### src/rtl/rng_draw_ctrl.sv
// rng_draw_ctrl: key conditioning plus draw sequencer for the LFSR digit path.
// Conditions the start and draw keys (2-flop sync, optional debounce, rising
// edge pulse), then seeds/steps an external LFSR and fills decimal digit slots
// by rejection sampling of the low nibble.
// Build option: define RNG_KEY_DEBOUNCE_EN to include the debouncer; without it
// the edge detector acts directly on the synchronized key levels.
module rng_draw_ctrl #(
  parameter int unsigned DB_CYCLES = 50000,
  parameter int unsigned NUM_SLOTS = 4,
  parameter int unsigned RAND_W    = 8,
  parameter int unsigned DIGIT_MAX = 9
) (
  input  logic                   clk,
  input  logic                   rst,
  input  logic                   key_start,
  input  logic                   key_draw,
  input  logic [RAND_W-1:0]      rand_in,
  output logic                   lfsr_en,
  output logic                   lfsr_load,
  output logic [RAND_W-1:0]      seed,
  output logic [4*NUM_SLOTS-1:0] digits,
  output logic [3:0]             draw_cnt,
  output logic                   draw_valid,
  output logic                   busy,
  output logic                   done
);

  typedef enum logic [2:0] {
    ST_IDLE,
    ST_SEED,
    ST_RUN,
    ST_SAMPLE,
    ST_DONE
  } state_t;

  // Index 0 = start key, index 1 = draw key
  logic [1:0]        w_key;
  logic [1:0]        r_sync1;
  logic [1:0]        r_sync2;
  logic [1:0]        w_lvl;
  logic [1:0]        r_lvl_d;
  logic [1:0]        r_pulse;
  logic              w_start_p;
  logic              w_draw_p;
  logic [RAND_W-1:0] r_free;
  logic [RAND_W-1:0] w_seed;
  logic [3:0]        w_nib;
  logic [3:0]        w_cnt_inc;
  logic              w_accept;
  logic              w_unused_rand;
  state_t            r_state;
  state_t            w_state_nx;

  assign w_key         = {key_draw, key_start};
  assign w_nib         = rand_in[3:0];
  assign w_unused_rand = ^rand_in[RAND_W-1:4];
  assign w_cnt_inc     = draw_cnt + 4'd1;

  // Two-flop synchronizer for both asynchronous key levels
  always_ff @(posedge clk) begin
    if (rst) begin
      r_sync1 <= '0;
      r_sync2 <= '0;
    end else begin
      r_sync1 <= w_key;
      r_sync2 <= r_sync1;
    end
  end

`ifdef RNG_KEY_DEBOUNCE_EN
  localparam int unsigned CNT_W = (DB_CYCLES > 1) ? $clog2(DB_CYCLES) : 1;

  logic [CNT_W-1:0] r_db_cnt [2];
  logic [1:0]       r_db;

  // Debounce: accept a level change only after DB_CYCLES consecutive disagreeing cycles
  always_ff @(posedge clk) begin
    if (rst) begin
      r_db <= '0;
      for (int unsigned k = 0; k < 2; k++) r_db_cnt[k] <= '0;
    end else begin
      for (int unsigned k = 0; k < 2; k++) begin
        if (r_sync2[k] == r_db[k]) begin
          r_db_cnt[k] <= '0;
        end else if (r_db_cnt[k] == CNT_W'(DB_CYCLES - 1)) begin
          r_db[k]     <= r_sync2[k];
          r_db_cnt[k] <= '0;
        end else begin
          r_db_cnt[k] <= r_db_cnt[k] + 1'b1;
        end
      end
    end
  end

  assign w_lvl = r_db;
`else
  assign w_lvl = r_sync2;
`endif

  // Registered rising-edge pulse on the conditioned key level
  always_ff @(posedge clk) begin
    if (rst) begin
      r_lvl_d <= '0;
      r_pulse <= '0;
    end else begin
      r_lvl_d <= w_lvl;
      r_pulse <= w_lvl & ~r_lvl_d;
    end
  end

  assign w_start_p = r_pulse[0];
  assign w_draw_p  = r_pulse[1];

  // Free-running entropy counter used as the seed source
  always_ff @(posedge clk) begin
    if (rst) r_free <= '0;
    else     r_free <= r_free + 1'b1;
  end

  // A zero seed would lock the LFSR, so substitute 1
  assign w_seed = (r_free == '0) ? RAND_W'(1) : r_free;
  assign seed   = lfsr_load ? w_seed : '0;

  // FSM state register
  always_ff @(posedge clk) begin
    if (rst) r_state <= ST_IDLE;
    else     r_state <= w_state_nx;
  end

  // Next-state and control outputs; start pulse has priority everywhere
  always_comb begin
    w_state_nx = r_state;
    lfsr_en    = 1'b0;
    lfsr_load  = 1'b0;
    busy       = 1'b0;
    done       = 1'b0;
    w_accept   = 1'b0;
    case (r_state)
      ST_IDLE: begin
        if (w_start_p) w_state_nx = ST_SEED;
      end
      ST_SEED: begin
        lfsr_load  = 1'b1;
        busy       = 1'b1;
        w_state_nx = ST_RUN;
      end
      ST_RUN: begin
        lfsr_en = 1'b1;
        busy    = 1'b1;
        if (w_start_p)     w_state_nx = ST_SEED;
        else if (w_draw_p) w_state_nx = ST_SAMPLE;
      end
      ST_SAMPLE: begin
        lfsr_en = 1'b1;
        busy    = 1'b1;
        if (w_start_p) begin
          w_state_nx = ST_SEED;
        end else if (w_nib <= 4'(DIGIT_MAX)) begin
          w_accept   = 1'b1;
          w_state_nx = (w_cnt_inc == 4'(NUM_SLOTS)) ? ST_DONE : ST_RUN;
        end
      end
      ST_DONE: begin
        done = 1'b1;
        if (w_start_p)     w_state_nx = ST_SEED;
        else if (w_draw_p) w_state_nx = ST_IDLE;
      end
      default: w_state_nx = ST_IDLE;
    endcase
  end

  assign draw_valid = w_accept;

  // Digit slots and draw counter; slot index bounded by NUM_SLOTS
  always_ff @(posedge clk) begin
    if (rst) begin
      digits   <= '0;
      draw_cnt <= '0;
    end else if (r_state == ST_SEED) begin
      digits   <= '0;
      draw_cnt <= '0;
    end else if (w_accept) begin
      for (int unsigned k = 0; k < NUM_SLOTS; k++) begin
        if (draw_cnt == 4'(k)) digits[4*k +: 4] <= w_nib;
      end
      draw_cnt <= w_cnt_inc;
    end else if (r_state == ST_DONE && !w_start_p && w_draw_p) begin
      draw_cnt <= '0;
    end
  end

endmodule

### config.mk
export PLATFORM = sky130hd
export DESIGN_NAME = rng_draw_ctrl
export DESIGN_NICKNAME = d
export VERILOG_FILES = /design/src/rtl/rng_draw_ctrl.sv
export SDC_FILE = /design/constraint.sdc
export NUM_CORES = 1
export LEC_CHECK = 0
export BUFFER_PORTS_ARGS = -buffer_cell sky130_fd_sc_hd__buf_2
export CAP_MARGIN = 20
export CORE_MARGIN = 1
export CORE_UTILIZATION = 52
export DETAILED_ROUTE_END_ITERATION = 10
export PLACE_DENSITY = 0.78
export SYNTH_ARGS = -nofsm -noshare
export SYNTH_HDL_FRONTEND = slang
export SYNTH_SLANG_ARGS = --single-unit
### constraint.sdc
create_clock -name clk -period 2 [get_ports clk]
set_input_delay 0.2 -clock clk [delete_from_list [all_inputs] [get_ports clk]]
set_output_delay 0.2 -clock clk [all_outputs]
set_load 0.05 [all_outputs]
## Word-level counts from Yosys, hierarchy flattened

Cells that the tools add are included.

| storage, ports and cells | value |
|---|---|
| word-level logic and storage cells | 63 |
| flip-flop bits (word level) | 39 |
| input port bits | 12 |
| output and inout bits | 33 |

| cells by class | value |
|---|---|
| muxes and demuxes | 20 |
| reductions and logical operators | 15 |
| add/subtract/negate cells | 2 |
| $lt $le $gt $ge | 1 |
| eq/ne operators | 12 |
| bitwise logic cells | 2 |

Operators with widths:

| kind | number |
|---|---|
| 2-to-1 mux 3 bit | 8 |
| 2-to-1 mux 8 bit | 2 |
| one-hot mux 3 bit (5 select lines) | 1 |
| inequality test 3 bit, second input constant | 3 |
| adder 8 x 1 -> 8 bit, second input constant | 1 |
| equality test 4 x 2 -> 1 bit, second input constant | 2 |
| zero test 8 bit | 1 |
| 2-to-1 mux 4 bit | 2 |
| AND reduction 2 bit | 4 |
| 2-to-1 mux 1 bit | 7 |
| equality test 3 x 2 -> 1 bit, second input constant | 2 |
| adder 4 x 1 -> 4 bit, second input constant | 1 |
| equality test 4 x 1 -> 1 bit, second input constant | 1 |
| equality test 4 x 3 -> 1 bit, second input constant | 1 |
| <= comparator 4 bit, second input constant | 1 |
| zero test 4 bit | 1 |
| AND reduction 4 bit | 1 |
| OR reduction 2 bit | 2 |
| equality test 3 x 1 -> 1 bit, second input constant | 1 |
| equality test 3 bit, second input constant | 1 |
| zero test 3 bit | 1 |
| OR reduction 3 bit | 1 |
| bitwise AND 2 bit | 1 |
| logical AND 1 bit | 2 |
| other kinds (4) | 4 |

## Logic depth before layout (Yosys ltp)

Gate-level depths: netlist of run 1.

| depth | value |
|---|---|
| depth in word-level cells | 6 |
| mapped depth | 6 |
| depth with buffers taken out | 5 |

## Worst setup path after synthesis of run 1

Ideal clock, no wire load.

| timing | value |
|---|---|
| kind | register to output |
| start | register r_state[0] |
| end | output port seed[1] |
| stages on the path, launching flop included | 6 |
| path slack | -0.478 ns |
| path buffers | 3 |
| arrival | 2.278 ns |
| data required time | 1.800 ns |
| cells stage by stage | dfxtp_1 -> buf_4 -> or3b_1 -> buf_2 -> buf_2 -> nor3_1 |

| on the way | value |
|---|---|
| word-level cells in the longest chain between the ends | 3 |

Ends and longest elaborated chain:

| element | line | source |
|---|---|---|
| from (decl) | 51 | `state_t r_state;` |
| from (signal assigned) | 127 | `else r_state <= w_state_nx;` |
| equality test 3 x 1 -> 1 bit | 138 | `case (r_state)` |
| 2-to-1 mux 1 bit | 138 |  |
| 2-to-1 mux 8 bit | 122 | `assign seed = lfsr_load ? w_seed : '0;` |
| to (decl) | 20 | `output logic [RAND_W-1:0] seed,` |

Every way passes these cells.

## Final worst setup path of run 1

| timing | value |
|---|---|
| start | register r_free[2] |
| end | output port seed[1] |

| on the way | value |
|---|---|
| word-level cells in the longest chain between the ends | 3 |

Ends and longest elaborated chain:

| element | line | source |
|---|---|---|
| from (decl) | 45 | `logic [RAND_W-1:0] r_free;` |
| from (signal assigned) | 117 | `else r_free <= r_free + 1'b1;` |
| zero test 8 bit | 121 | `assign w_seed = (r_free == '0) ? RAND_W'(1) : r_free;` |
| 2-to-1 mux 8 bit | 121 |  |
| 2-to-1 mux 8 bit | 122 |  |

Every way passes these cells.

==> results of run 1 <==
-- state kept, by name, indices dropped and copies added, names as in the netlist --
| signal | count |
|---|---|
| draw_cnt | 4 |
| r_sync2 | 2 |
| digits | 16 |
| r_state | 3 |
| r_lvl_d | 2 |
| r_pulse | 2 |
| r_sync1 | 2 |
| r_free | 8 |
-- area by class of cell --
| cell class | count | area [um2] |
|---|---|---|
| fillers | 292 | 1060 |
| multi-input cells | 136 | 997 |
| flip-flops and latches | 39 | 787 |
| repair buffers | 52 | 318 |
| well taps | 46 | 57.6 |
| clock buffers | 6 | 51.3 |
| clock inverters | 2 | 35.0 |
| inverters | 7 | 28.8 |
-- critical path: cells and delay by family, from the launching register on --
kind	cells	cell delay [ns]
buffers and inverters	2	0.31
DFF	1	0.41
and+or+nand+nor	3	0.79
-- stage by stage --
step / hold WS (ns) / instance area [um2]
6_report: 0.0591 / 2270
5_1_grt: 0.0606 / 2270
4_1_cts: 0.0443 / 2260
3_5_place_dp: 0.375 / 2090
3_3_place_gp: 0.371 / 2090
2_1_floorplan: 0.279 / 1830
-- what timing repair did --
item	CTS	global route
setup buffers	3	1
resized for setup	20	2
hold buffers	0	0
setup endpoints to repair	8	9
pin swaps	2	1
-- power groups by stage --
| stage | combinational [W] | clock [W] | sequential, W |
|---|---|---|---|
| detailed placement | 0.0000894 | 0 | 0.000814 |
| finish | 0.000116 | 0.000546 | 0.000797 |
| floorplan | 0.0000561 | 0 | 0.000813 |
| CTS | 0.000113 | 0.000559 | 0.000797 |
| global placement | 0.0000880 | 0 | 0.000813 |
| global route | 0.000127 | 0.000593 | 0.000799 |
-- how the worst max path moves through the flow --
stage / cells past startpoint / slack [ns] / to / from
2_1_floorplan: 5 / -0.05 / seed[1] / r_state[0]
3_3_place_gp: 7 / 0.16 / seed[1] / r_free[1]
3_5_place_dp: 7 / 0.13 / seed[1] / r_free[1]
4_1_cts: 7 / -0.16 / seed[1] / r_free[1]
5_1_grt: 4 / -0.15 / seed[0] / r_free[2]
6_report: 5 / -0.04 / seed[1] / r_free[2]
-- metal layers --
| layer | track usage (%) | up-vias | routed length (um) |
|---|---|---|---|
| met5 | 0 | - | 0 |
| met3 | 5.67 | 6 | 192 |
| met4 | 7.79 | 0 | 51 |
| met2 | 39.0 | 41 | 1890 |
| met1 | 28.7 | 764 | 1720 |
| li1 | - | 783 | - |
-- cell families (layout without fill, tap and decap cells) --
logic type | after synthesis | in the layout | share of synthesized area, %
compound gates | 29 | 29 | 12.1
xor+xnor | 3 | 3 | 1.44
fa+ha+maj | 7 | 7 | 4.67
buf+inv | 18 | 67 | 4.53
flops | 39 | 39 | 42.9
mux | 14 | 14 | 7.69
simple gates | 83 | 83 | 26.7
-- cell usage in the layout, fill, tap and decap left out, types with 2 or more instances in the layout --
cell type,instances
nand4bb_1,2
a211oi_1,2
a32o_1,2
and3_1,2
inv_1,4
nor3_1,3
buf_2,32
nand2b_1,2
ha_1,5
nand3_1,24
buf_4,18
dfxtp_2,5
nand4_1,3
nand3b_1,2
clkbuf_4,5
nand2_1,7
nor2b_1,10
o31ai_1,2
o21ai_0,7
xor2_1,2
buf_6,2
mux2i_1,14
o21a_1,2
or3_1,3
dfxtp_1,34
a21oi_1,6
nor2_1,7
inv_2,2
and2_1,6
==> flow_metrics.tcl, run 1 <==
set metrics [dict create \
    status "complete, but fails checks" \
    violations "negative setup slack" \
    min_period_over_period_pct 102 \
    fin_ws_ns -0.0412 \
    worstHoldStart "key_draw" \
    synthTopCellsByArea "dfxtp_1 (43%), mux2i_1 (7.7%), nand3_1 (6.6%)" \
    wl_mm 3.86 \
    reg2reg_slack_ns 0.16 \
    cts_htree_levels 2 \
    final_util_pct 68.2 \
    period_minus_slack_ns 2.04 \
    grt_use_total_pct 23.1 \
    synth_common_cells "dfxtp_1 (39), nand3_1 (24), mux2i_1 (14), nor2b_1 (10)" \
    initial_utilization_pct 54.6 \
    clk_path_buf_depth 2 \
    p_sw_share_pct 22.1 \
    reg2reg_to "digits[15]" \
    syn_avg_cell_area_um2 9.44 \
    crit_path_cell_trace "or4b_4 -> nor4_4 -> buf_4 -> nor3_2 -> buf_6" \
    synth_edf_count 0 \
    num_rows 21 \
    netlist_area_mm2 0.00182 \
    async_flop_share_pct 0 \
    setup_viol 2 \
    clock-sinks 39 \
    dp_hpwl_mm 2.64 \
    routed_via_density 5.53 \
    io_pins 45 \
    cp-start-kind "flip-flop" \
    cp_slowest_stage_delay_ns 0.58 \
    clkPwrFrac_pct 37.4 \
    antenna_found_initial 0 \
    core-area_mm2 0.00334 \
    end_kind "output port" \
    synthCells 193 \
    drive_gt1_share_pct 32.6 \
    slew_headroom_pct 69.3 \
    grt_pass1_vias 1381 \
    synth_nets 211 \
    comb_power_share_pct 8.0 \
    r2r-start "draw_cnt[0]" \
    cap_violations 0 \
    dp_slack_ns 0.126 \
    yosysSeqAreaShare_pct 42.9 \
    stdcell_count 288 \
    powerDensity_mw_per_mm2 641 \
    avgRoutedWirePerCell_um 13.4 \
    rsz0062_at_grt "yes" \
    irDropWorstVdd_v 0.000534 \
    drt_iter0_drc 138 \
    holdPathStages 2 \
    synth_top_area_share_pct 42.9 \
    crit_required_ns 1.80 \
    die_height_um 61.2 \
    fin_skew_ns 0.00709 \
    p_total_w 0.00146 \
    crit_arrival_ns 1.84 \
    dr.pass1.iters 4 \
    synth.distinct_cells 48 \
    drc 0 \
    grt_max_degree 23 \
    synthMostInstantiatedCell "dfxtp_1" \
    via_count 1594 \
    slowest_stage "or4b_4" \
    ys_ff_latch 39 \
    path_max_fanout 7 \
    ant_nets 0 \
    drv_slew 0 \
    max_freq_ghz 0.490 \
    cts_buffers 5 \
    synth_top_area_cell "dfxtp_1" \
    grt-ovfl-total 0 \
    internal-power_w 0.00114 \
    die-area_mm2 0.00374 \
    fp.dieW_um 61.2 \
    synth_top_flop_cell "dfxtp_1" \
    tightest_slew_ns 0.457 \
    area_growth_pct 24.9 \
    p_leak_nw 0.999 \
    port_buffers 40 \
    fin_setup_tns_ns -0.0792 \
    p_seq_share_pct 54.6 \
    gp_congestion 0.820 \
    hp-class "input port to flip-flop" \
    hold_viol 0 \
    criticalPathCategory "flip-flop to output port" \
    worst_hold_path.endpoint "r_sync1[1]" \
    clk_pin_slew_ns 0.11 \
    grt_pass1_wl_mm 6.31 \
    antenna_cells 0 \
    dp_cells 276 \
    clock-root-buffer "clkbuf_4" \
    fin_nets 259 \
    r2r.worst_path.cells 4 \
    ys_warn_count 0 \
    cts_tree "done" \
    clk_latency_ns 0.34 \
    p_switching_w 0.000323 \
]
No activity file was read; power rests on OpenSTA's default activity.
==> inputs of run 2 (changes only) <==
--- a/config.mk
+++ b/config.mk
@@ -10,7 +10,7 @@
 export CORE_MARGIN = 1
 export CORE_UTILIZATION = 52
 export DETAILED_ROUTE_END_ITERATION = 10
-export PLACE_DENSITY = 0.78
+export PLACE_DENSITY_LB_ADDON = 0.12
 export SYNTH_ARGS = -nofsm -noshare
 export SYNTH_HDL_FRONTEND = slang
 export SYNTH_SLANG_ARGS = --single-unit
==> run 2 against run 1 <==
The run still ends with negative setup slack left. Non-clock buffer count decreased by 3. Global-route usage decreased by 0.41 points. Largest power group unchanged. Via count down 2.3%. Critical path depth up 2. Highest routed layer unchanged. Register-to-register slack improved by 0.02 ns. Critical path type unchanged. Power is 0.87% higher.
==> flow_metrics.tcl, run 2 (same netlist as run 1, synthesis figures left out) <==
set metrics [dict create \
    status "complete, but fails checks" \
    violations "negative setup slack" \
    wl_met1_mm 1.76 \
    tightest_slew_ns 0.617 \
    grt_max_degree 23 \
    fin_skew_ns 0.0147 \
    grt_use_total_pct 22.7 \
    ant_nets 0 \
    grt_pass1_vias 1329 \
    clk_latency_ns 0.35 \
    crit_required_ns 1.80 \
    cap_violations 0 \
    end_kind "output port" \
    die-area_mm2 0.00374 \
    reg_top3 "digits x16, r_free x8, draw_cnt x4" \
    irDropWorstVdd_v 0.000520 \
    slowest_stage "or4b_4" \
    reg2reg_slack_ns 0.18 \
    num_rows 21 \
    crit_arrival_ns 1.90 \
    initial_utilization_pct 54.6 \
    crit_path_cell_trace "inv_2 -> ha_4 -> or4b_4 -> nor4_4 -> buf_4 -> nor3_2 -> buf_6" \
    routed_via_density 5.46 \
    area_growth_pct 24.0 \
    setup_viol 2 \
    drive_gt1_share_pct 32.6 \
    path_max_fanout 3 \
    fp.dieW_um 61.2 \
    via_count 1557 \
    crit_path_start "r_free[1]" \
    antenna_cells 0 \
    top_layer "met4" \
    final_util_pct 67.7 \
    cts_tree "done" \
    regMostFlops "digits" \
    grt-ovfl-total 0 \
    clock-root-buffer "clkbuf_4" \
    drt_iter0_drc 130 \
    port_buffers 40 \
    cts_buffers 5 \
    cp-endpoint "seed[1]" \
    period_minus_slack_ns 2.10 \
    r2r.worst_path.cells 4 \
    avgRoutedWirePerCell_um 13.7 \
    drv_slew 0 \
    hold_viol 0 \
    grt_pass1_wl_mm 6.12 \
    wl_met2_mm 1.89 \
    min_period_over_period_pct 105 \
    dp_hpwl_mm 2.74 \
    wl_mm 3.91 \
    criticalPathCategory "flip-flop to output port" \
    clk_path_buf_depth 2 \
    wl_met3_um 185 \
    reg2reg_to "digits[15]" \
    drc 0 \
    cp_slowest_stage_delay_ns 0.47 \
    cts_htree_levels 2 \
    r2r-start "draw_cnt[1]" \
    final_cell_mix "dfxtp_1 (32), buf_2 (32), nand3_1 (24)" \
    cp-start-kind "flip-flop" \
    p_leak_nw 0.988 \
    powerDensity_mw_per_mm2 652 \
    slew_headroom_pct 58.8 \
    fin_setup_tns_ns -0.171 \
    die_height_um 61.2 \
    fin_ws_ns -0.0988 \
    fin_nets 256 \
    gp_congestion 0.868 \
    clk_pin_slew_ns 0.12 \
    rsz0062_at_grt "yes" \
    antenna_found_initial 0 \
    largest_reg_flops 16 \
    max_freq_ghz 0.476 \
    hp-class "input port to flip-flop" \
    core-area_mm2 0.00334 \
    n_fill_cell 296 \
    io_pins 45 \
    clock-sinks 39 \
    dr.pass1.iters 4 \
]
[run 2: changes by cell type in the layout (fill, tap and decap cells not counted)]
| cell | delta |
|---|---|
| inv_2 | +1 |
| inv_4 | -1 |
| dfxtp_4 | +1 |
| dfxtp_1 | -2 |
| dfxtp_2 | +1 |
| clkinv_2 | -1 |
| inv_6 | +1 |
| buf_4 | -3 |
[run 2: area by class of cell]
| class | instances | area, um2 | share of cell area (%) |
|---|---|---|---|
| Clock buffer | 6 | 51.3 | 2.27 |
| Clock inverter | 2 | 38.8 | 1.72 |
| Inverter | 7 | 26.3 | 1.16 |
| Multi-Input combinational cell | 136 | 997 | 44.2 |
| Sequential cell | 39 | 792 | 35.1 |
| Tap cell | 46 | 57.6 | 2.55 |
| Timing Repair Buffer | 49 | 295 | 13.1 |
[run 2: worst max-delay path, delay by kind of cell, from the launching register on]
family / cells / cell delay, ns
adders and majority gates: 1 / 0.11
buffers and inverters: 3 / 0.38
DFF: 1 / 0.35
and+or+nand+nor: 3 / 0.71
[run 2: timing repair]
action,in CTS,in global routing
pin swaps,0,0
gates resized for setup,17,7
hold buffers,0,0
hold endpoints to repair,0,0
setup endpoints to repair,9,9
buffers inserted,0,3
[run 2: worst min path at each step]
stage               depth (start not counted)    endpoint  slack (ns)        from
finish                                      2  r_sync1[1]        0.06    key_draw
global route                                2  r_sync1[1]        0.05    key_draw
CTS                                         2  r_sync1[1]        0.05    key_draw
detailed placement                          1  r_pulse[0]        0.38  r_lvl_d[0]
global placement                            1  r_pulse[1]        0.37  r_lvl_d[1]
floorplan                                   1  r_lvl_d[0]        0.28         rst
[run 2: metrics by stage]
| step | area [um2] | hold slack [ns] | setup WS, ns | total power, W | std cells |
|---|---|---|---|---|---|
| final | 2260 | 0.0562 | -0.0988 | 0.00147 | 285 |
| after CTS | 2220 | 0.0463 | -0.0931 | 0.00147 | 282 |
| after floorplan | 1830 | 0.279 | -0.0504 | 0.000869 | 193 |
| after global placement | 2080 | 0.372 | 0.119 | 0.000895 | 274 |
| after global routing | 2260 | 0.0455 | -0.174 | 0.00154 | 285 |
| after detailed placement | 2080 | 0.377 | 0.0603 | 0.000898 | 274 |
[run 2: power breakdown]
part	switching (W)	internal [W]	total, W
Sequential	0.00000830	0.000788	0.000796
Clock	0.000264	0.000302	0.000566
Combinational	0.0000629	0.0000470	0.000110
Total	0.000335	0.00114	0.00147
[run 2: metal layers]
metal | track usage (%) | vias up
met5 | 0 | -
met4 | 10.4 | 0
met3 | 5.88 | 5
met2 | 36.2 | 35
met1 | 28.7 | 732
li1 | - | 785
